<file path="src/rtl/data_memory_arbiter.sv">
// rtl/data_memory_arbiter.sv - two-requester arbiter and access sequencer for the single-port data memory
module data_memory_arbiter #(
  parameter logic [31:0] BASE_ADDR = 32'h10010000,
  parameter int          MEM_BYTES = 16384,
  parameter int          MAX_WAIT  = 4
) (
  input  logic        clk,
  input  logic        rst,
  input  logic        m0_req,
  input  logic        m0_we,
  input  logic [31:0] m0_addr,
  input  logic [31:0] m0_wdata,
  output logic        m0_gnt,
  output logic        m0_rvalid,
  output logic [31:0] m0_rdata,
  output logic        m0_err,
  input  logic        m1_req,
  input  logic        m1_we,
  input  logic [31:0] m1_addr,
  input  logic [31:0] m1_wdata,
  output logic        m1_gnt,
  output logic        m1_rvalid,
  output logic [31:0] m1_rdata,
  output logic        m1_err,
  output logic        mem_read,
  output logic        mem_write,
  output logic [31:0] mem_address,
  output logic [31:0] mem_write_data,
  input  logic [31:0] mem_read_data
);

  localparam int WW = $clog2(MAX_WAIT + 1);
  localparam logic [WW-1:0] MAX_WAIT_W = WW'(MAX_WAIT);
  // 33-bit bounds so BASE_ADDR + MEM_BYTES cannot wrap
  localparam logic [32:0] LO_BOUND = {1'b0, BASE_ADDR};
  localparam logic [32:0] HI_BOUND = {1'b0, BASE_ADDR} + 33'(MEM_BYTES);

  logic [WW-1:0] wait_cnt_q, wait_cnt_d;

  logic        acc_valid_q, acc_valid_d;
  logic        acc_id_q,    acc_id_d;
  logic        acc_we_q,    acc_we_d;
  logic        acc_err_q,   acc_err_d;
  logic [31:0] acc_addr_q,  acc_addr_d;
  logic [31:0] acc_wdata_q, acc_wdata_d;

  logic        rsp_valid_q, rsp_valid_d;
  logic        rsp_id_q,    rsp_id_d;
  logic        rsp_err_q,   rsp_err_d;
  logic [31:0] rsp_rdata_q, rsp_rdata_d;

  logic        m0_win, m1_win;
  logic [32:0] sel_addr_ext;
  logic        acc_go;

  always_comb begin
    m1_win = m1_req && (!m0_req || (wait_cnt_q >= MAX_WAIT_W));
    m0_win = m0_req && !m1_win;

    acc_valid_d  = m0_win || m1_win;
    acc_id_d     = m1_win;
    acc_we_d     = m1_win ? m1_we    : m0_we;
    acc_addr_d   = m1_win ? m1_addr  : m0_addr;
    acc_wdata_d  = m1_win ? m1_wdata : m0_wdata;
    sel_addr_ext = {1'b0, acc_addr_d};
    acc_err_d    = (sel_addr_ext < LO_BOUND) || (sel_addr_ext >= HI_BOUND) ||
                   (acc_addr_d[1:0] != 2'b00);

    wait_cnt_d = '0;
    if (m1_req && !m1_win) begin
      wait_cnt_d = (wait_cnt_q >= MAX_WAIT_W) ? wait_cnt_q : wait_cnt_q + WW'(1);
    end

    acc_go         = acc_valid_q && !acc_err_q;
    mem_read       = acc_go && !acc_we_q;
    mem_write      = acc_go && acc_we_q;
    mem_address    = acc_go ? acc_addr_q  : 32'h0;
    mem_write_data = acc_go ? acc_wdata_q : 32'h0;

    rsp_valid_d = acc_valid_q;
    rsp_id_d    = acc_id_q;
    rsp_err_d   = acc_valid_q && acc_err_q;
    rsp_rdata_d = mem_read ? mem_read_data : 32'h0;
  end

  always_ff @(posedge clk or posedge rst) begin
    if (rst) begin
      wait_cnt_q  <= '0;
      acc_valid_q <= 1'b0;
      acc_id_q    <= 1'b0;
      acc_we_q    <= 1'b0;
      acc_err_q   <= 1'b0;
      acc_addr_q  <= 32'h0;
      acc_wdata_q <= 32'h0;
      rsp_valid_q <= 1'b0;
      rsp_id_q    <= 1'b0;
      rsp_err_q   <= 1'b0;
      rsp_rdata_q <= 32'h0;
    end else begin
      wait_cnt_q  <= wait_cnt_d;
      acc_valid_q <= acc_valid_d;
      acc_id_q    <= acc_id_d;
      acc_we_q    <= acc_we_d;
      acc_err_q   <= acc_err_d;
      acc_addr_q  <= acc_addr_d;
      acc_wdata_q <= acc_wdata_d;
      rsp_valid_q <= rsp_valid_d;
      rsp_id_q    <= rsp_id_d;
      rsp_err_q   <= rsp_err_d;
      rsp_rdata_q <= rsp_rdata_d;
    end
  end

  // Grants are suppressed while reset is held so no requester sees a phantom handshake
  assign m0_gnt    = !rst && m0_win;
  assign m1_gnt    = !rst && m1_win;

  assign m0_rvalid = rsp_valid_q && !rsp_id_q;
  assign m0_err    = m0_rvalid && rsp_err_q;
  assign m0_rdata  = m0_rvalid ? rsp_rdata_q : 32'h0;
  assign m1_rvalid = rsp_valid_q && rsp_id_q;
  assign m1_err    = m1_rvalid && rsp_err_q;
  assign m1_rdata  = m1_rvalid ? rsp_rdata_q : 32'h0;

endmodule

</file>
<file path="config.mk">
export PLATFORM = sky130hd
export DESIGN_NAME = data_memory_arbiter
export DESIGN_NICKNAME = d
export VERILOG_FILES = /design/src/rtl/data_memory_arbiter.sv
export SDC_FILE = /design/constraint.sdc
export NUM_CORES = 1
export LEC_CHECK = 0
export BUFFER_PORTS_ARGS = -buffer_cell sky130_fd_sc_hd__buf_4
export CORE_ASPECT_RATIO = 0.7
export CORE_MARGIN = 3
export CORE_UTILIZATION = 40
export CTS_BUF_LIST = sky130_fd_sc_hd__clkbuf_2
export CTS_CLUSTER_DIAMETER = 50
export DETAILED_ROUTE_END_ITERATION = 10
export GPL_TIMING_DRIVEN = 0
export PLACE_DENSITY = 0.75
export SYNTH_ARGS = -nofsm -noshare
export SYNTH_HDL_FRONTEND = slang
export SYNTH_SLANG_ARGS = --single-unit
</file>
<file path="constraint.sdc">
create_clock -name clk -period 5 [get_ports clk]
set_clock_uncertainty 0.05 [all_clocks]
set_input_delay 0.25 -clock clk [delete_from_list [all_inputs] [get_ports clk]]
set_output_delay 0.25 -clock clk [all_outputs]
set_load 0.01 [all_outputs]
</file>
Yosys cells after proc, flatten, opt, wreduce, memory -nomap -nowiden
Cells that the tools add are included.
- output and inout port bits: 136
- word-level logic and storage cells: 50
- register bits: 106
- muxes and demuxes: 10
- add/sub/neg operators: 1
- reductions and logical operators: 24
- order comparisons: 3
- eq/ne operators: 1
- operators with widths (cell ; count):
    32-bit 2-to-1 mux ; 7
    32-bit by 29-bit >= comparator with 1-bit output (second input constant) ; 1
    32-bit by 29-bit less-than comparator with 1-bit output (second input constant) ; 1
    1-bit logical AND ; 13
    1-bit logical NOT ; 6
    3-bit 2-to-1 mux ; 2
    1-bit logical OR ; 4
    3-bit by 1-bit adder with 3-bit output (second input constant) ; 1
    3-bit >= comparator (second input constant) ; 1
    2-bit != test (second input constant) ; 1
    2-bit nonzero test ; 1
    1-bit 2-to-1 mux ; 1

Longest topological paths before layout
- depth in word-level cells: 7
- mapped depth: 8
- gate-level depth less buffers: 5

Worst setup path after synthesis
OpenSTA, ideal clock, no wires.
- kind: input to output
- from: input rst
- to: output m0_gnt
- buffers on the path: 0
- slack: 1.783 ns
- arrival: 2.917 ns
- stages on the path: 2
- cells stage by stage: inv_1 > and3_1
- cells in the longest elaborated chain, start to end: 2
- ends and longest elaborated chain (what ; line ; text):
    start, declared ; 8 ; input logic rst,
    1-bit logical NOT ; 115 ; assign m0_gnt = !rst && m0_win;
    1-bit logical AND ; 115 ;
    end, declared ; 13 ; output logic m0_gnt,
Every way passes these cells.

Worst setup path in the final report
- from: register wait_cnt_q[2]
- to: register acc_err_q
- cells in the longest elaborated chain, start to end: 7
- elaborated cells on any way between the ends: 9
- ends and longest elaborated chain (what ; line ; text):
    start, declared ; 38 ; logic [WW-1:0] wait_cnt_q, wait_cnt_d;
    start signal, assigned ; 100 ; wait_cnt_q <= wait_cnt_d;
    3-bit >= comparator (*) ; 57 ; m1_win = m1_req && (!m0_req || (wait_cnt_q >= MAX_WAIT_W));
    1-bit logical OR (*) ; 57 ;
    1-bit logical AND (*) ; 57 ;
    32-bit 2-to-1 mux (*) ; 63 ; acc_addr_d = m1_win ? m1_addr : m0_addr;
    32-bit by 29-bit less-than comparator with 1-bit output / 32-bit by 29-bit >= comparator with 1-bit output (equally long branches) ; 66 ; acc_err_d = (sel_addr_ext < LO_BOUND) || (sel_addr_ext >= HI_BOUND) ||
    1-bit logical OR ; 66 ;
    1-bit logical OR (*) ; 66 ;
    via acc_err_d ; 43 ; logic acc_err_q, acc_err_d;
    end signal, assigned ; 104 ; acc_err_q <= acc_err_d;
    end, declared ; 43 ;
Mark *: on every way through the listed nets, which the timed path passes. The rest lies on a longest branch.
A chain may end at the register's enable or synchronous reset.

==> qor.yml <==
status: "finished clean"
power.density_nw_per_um2: 179
leakagePower_nw: 5.00
synthArstFlopShare_pct: 100
netlist_area_um2: 4840
post-route-drc-count: 0
finalNetCount: 1182
cts_tree: "built"
min_period_ns: 2.54
synth_seq_cells: 106
overflow: 0
antenna_found_initial: 0
cts-root-buf: "clkbuf_2"
clk_pin_slew_ns: 0.27
worstSetupPathType: "reg2reg"
maxCapViolCount: 0
path_depth: 9
grtUsageTotal_pct: 29.1
via_per_inst: 4.84
slowest_delay_ns: 0.59
grt_pass1_wl_um: 30300
max_slew_margin_pct: 66.4
clock_latency_ns: 0.57
yosys.cell_types.count: 23
synth_nets: 700
critPathRequiredTime_ns: 5.44
numCtsBuffers: 9
floorplan.die_area_um2: 13500
syn_area_per_cell_um2: 9.09
crit_family: "buffers and inverters"
critPathLaunchType: "register"
clock_sinks: 106
seq_area_frac_synth_pct: 54.9
startpoint: "wait_cnt_q[2]$_DFFE_PP0P_"
rsz0062_at_grt: "no"
dr.pass1.iters: 5
stdcell_area_um2: 9100
final_hold_viol_count: 0
drtIter0Drc: 263
start_util_pct: 42.4
postSynthCellCount: 532
dpl.hpwl_um: 12300
synth_top_flop_cell: "dfrtp_1"
antenna_left: 0
core_area_um2: 11400
synth_edf_count: 0
cts_resized: 0
period_share_pct: 50.8
ys_warn_count: 0
die_y_um: 98.0
cts_buffer_depth: 2
area_growth_pct: 88.1
max_freq_ghz: 0.394
grt_max_degree: 71
fin_total_pwr_mw: 1.63
tns_ns: 0
num_vias: 5674
drive_gt1_share_pct: 33.4
drt_wl_total_um: 19600
cp_max_fo: 10
post_dp_cell_area_um2: 7320
wl_per_cell_um: 16.7
critPathArrivalTime_ns: 2.98
io_buffers: 301
num_rows: 32
ios: 302
grt_pass1_vias: 6086
path_buf_inv: 5
reg2reg_depth: 9
h-tree-depth: 3
slowest_stage: "dlygate4sd3_1"
drv_slew: 0
r2r-start: "wait_cnt_q[2]$_DFFE_PP0P_"
diodes: 0
crit_path_end_kind: "register"
setup_violations: 0
dieWidth_um: 137
hp-class: "in2async"
place.gp.congestion: 0.886
worst_pin_slew_ns: 0.499
path_cells: "nor2b_4 -> nand2b_4 -> buf_6 -> inv_4 -> buf_6 -> nand3_1 -> dlygate4sd3_1 -> a22o_1 -> dlygate4sd3_1"
vdd_drop_max_uv: 118
==> cell type report <==
type,count,area (µm²)
timing repair buffer,471,3980
fill,676,2310
sequential,106,2650
clock inverter,4,28.8
tap,153,191
multi-input combinational,388,1980
clock buffer,12,60.1
buffer,34,189
inverter,4,20.0
==> power breakdown <==
group          switching (mW)  internal (mW)
registers              0.0122          0.902
logic                   0.144          0.226
clock network           0.272         0.0713
total                   0.428           1.20
==> placed cells by master (no fill, tap or decap), types with 4 or more instances in the layout <==
cell type	instances
buf_4	302
nand2_1	195
dlygate4sd3_1	169
and2_1	132
dfrtp_1	106
and3_1	37
clkbuf_1	17
clkbuf_2	13
buf_2	9
buf_6	6
nor4_1	6
nor4b_1	4
==> routing by layer <==
metal	track usage (%)	part of all wire [%]	vias up	routed length, µm
met4	15.1	5.4	0	1060
met2	53.5	52	331	10300
met3	8.19	8.6	88	1680
met5	0	0	-	0
li1	-	-	2602	-
met1	29.6	34	2653	6580
==> registers in the layout (all words and copies together) (netlist names) <==
name,cells
rsp_valid_q,1
acc_err_q,1
acc_id_q,1
rsp_rdata_q,32
rsp_err_q,1
rsp_id_q,1
wait_cnt_q,3
acc_wdata_q,32
acc_we_q,1
acc_addr_q,32
acc_valid_q,1
==> synthesized netlist by cell type, types with 2 or more instances <==
cell,n,area [µm²]
clkbuf_1,17,63.8
nor4b_1,4,35.0
nand4_1,2,12.5
nor4_1,6,37.5
dfrtp_1,106,2650
and2_1,132,826
inv_1,3,11.3
nand3_1,2,10.0
nand2_1,195,732
buf_2,9,45.0
buf_6,6,67.6
and3_1,37,231
ha_1,2,25.0
and2b_1,2,15.0
==> cell families (layout without fill, tap and decap cells) <==
group           count (synthesis)  after routing  share of synthesized area, %
simple gates                  385            385                          40.2
flops                         106            106                          54.9
buf+inv                        38            525                          4.27
fa+ha+maj                       2              2                         0.517
compound gates                  1              1                         0.181
==> per-stage QoR <==
stage	utilization, %	hold WS [ns]	std cells	worst slack, ns
6_report	79.7	0.172	1172	2.46
5_1_grt	79.7	0.144	1172	2.33
4_1_cts	79.7	0.144	1172	2.51
3_5_place_dp	64.1	0.272	987	3.24
3_3_place_gp	63.9	0.289	986	0.815
2_1_floorplan	-	0.281	532	1.78
==> worst min-delay path: stages <==
cell and delay [ns]:
dlygate4sd3_1 0.54, buf_4 0.15, inv_4 0.35
==> worst paths after layout <==
check / slack (ns) / endpoint
worst max register to register: 2.46 / acc_err_q$_DFF_PP0_
min in group clk: 0.32 / acc_wdata_q[24]$_DFF_PP0_
max in group asynchronous: 4.05 / rsp_rdata_q[10]$_DFF_PP0_
worst min register to register: 0.34 / rsp_id_q$_DFF_PP0_
worst max-delay path: 2.46 / acc_err_q$_DFF_PP0_
worst min-delay path: 0.17 / acc_wdata_q[14]$_DFF_PP0_
==> timing repair <==
item,in CTS,in global routing
endpoints found under the hold margin,138,0
setup buffers,0,0
hold buffers,169,0
(Power assumes the default switching activity.)
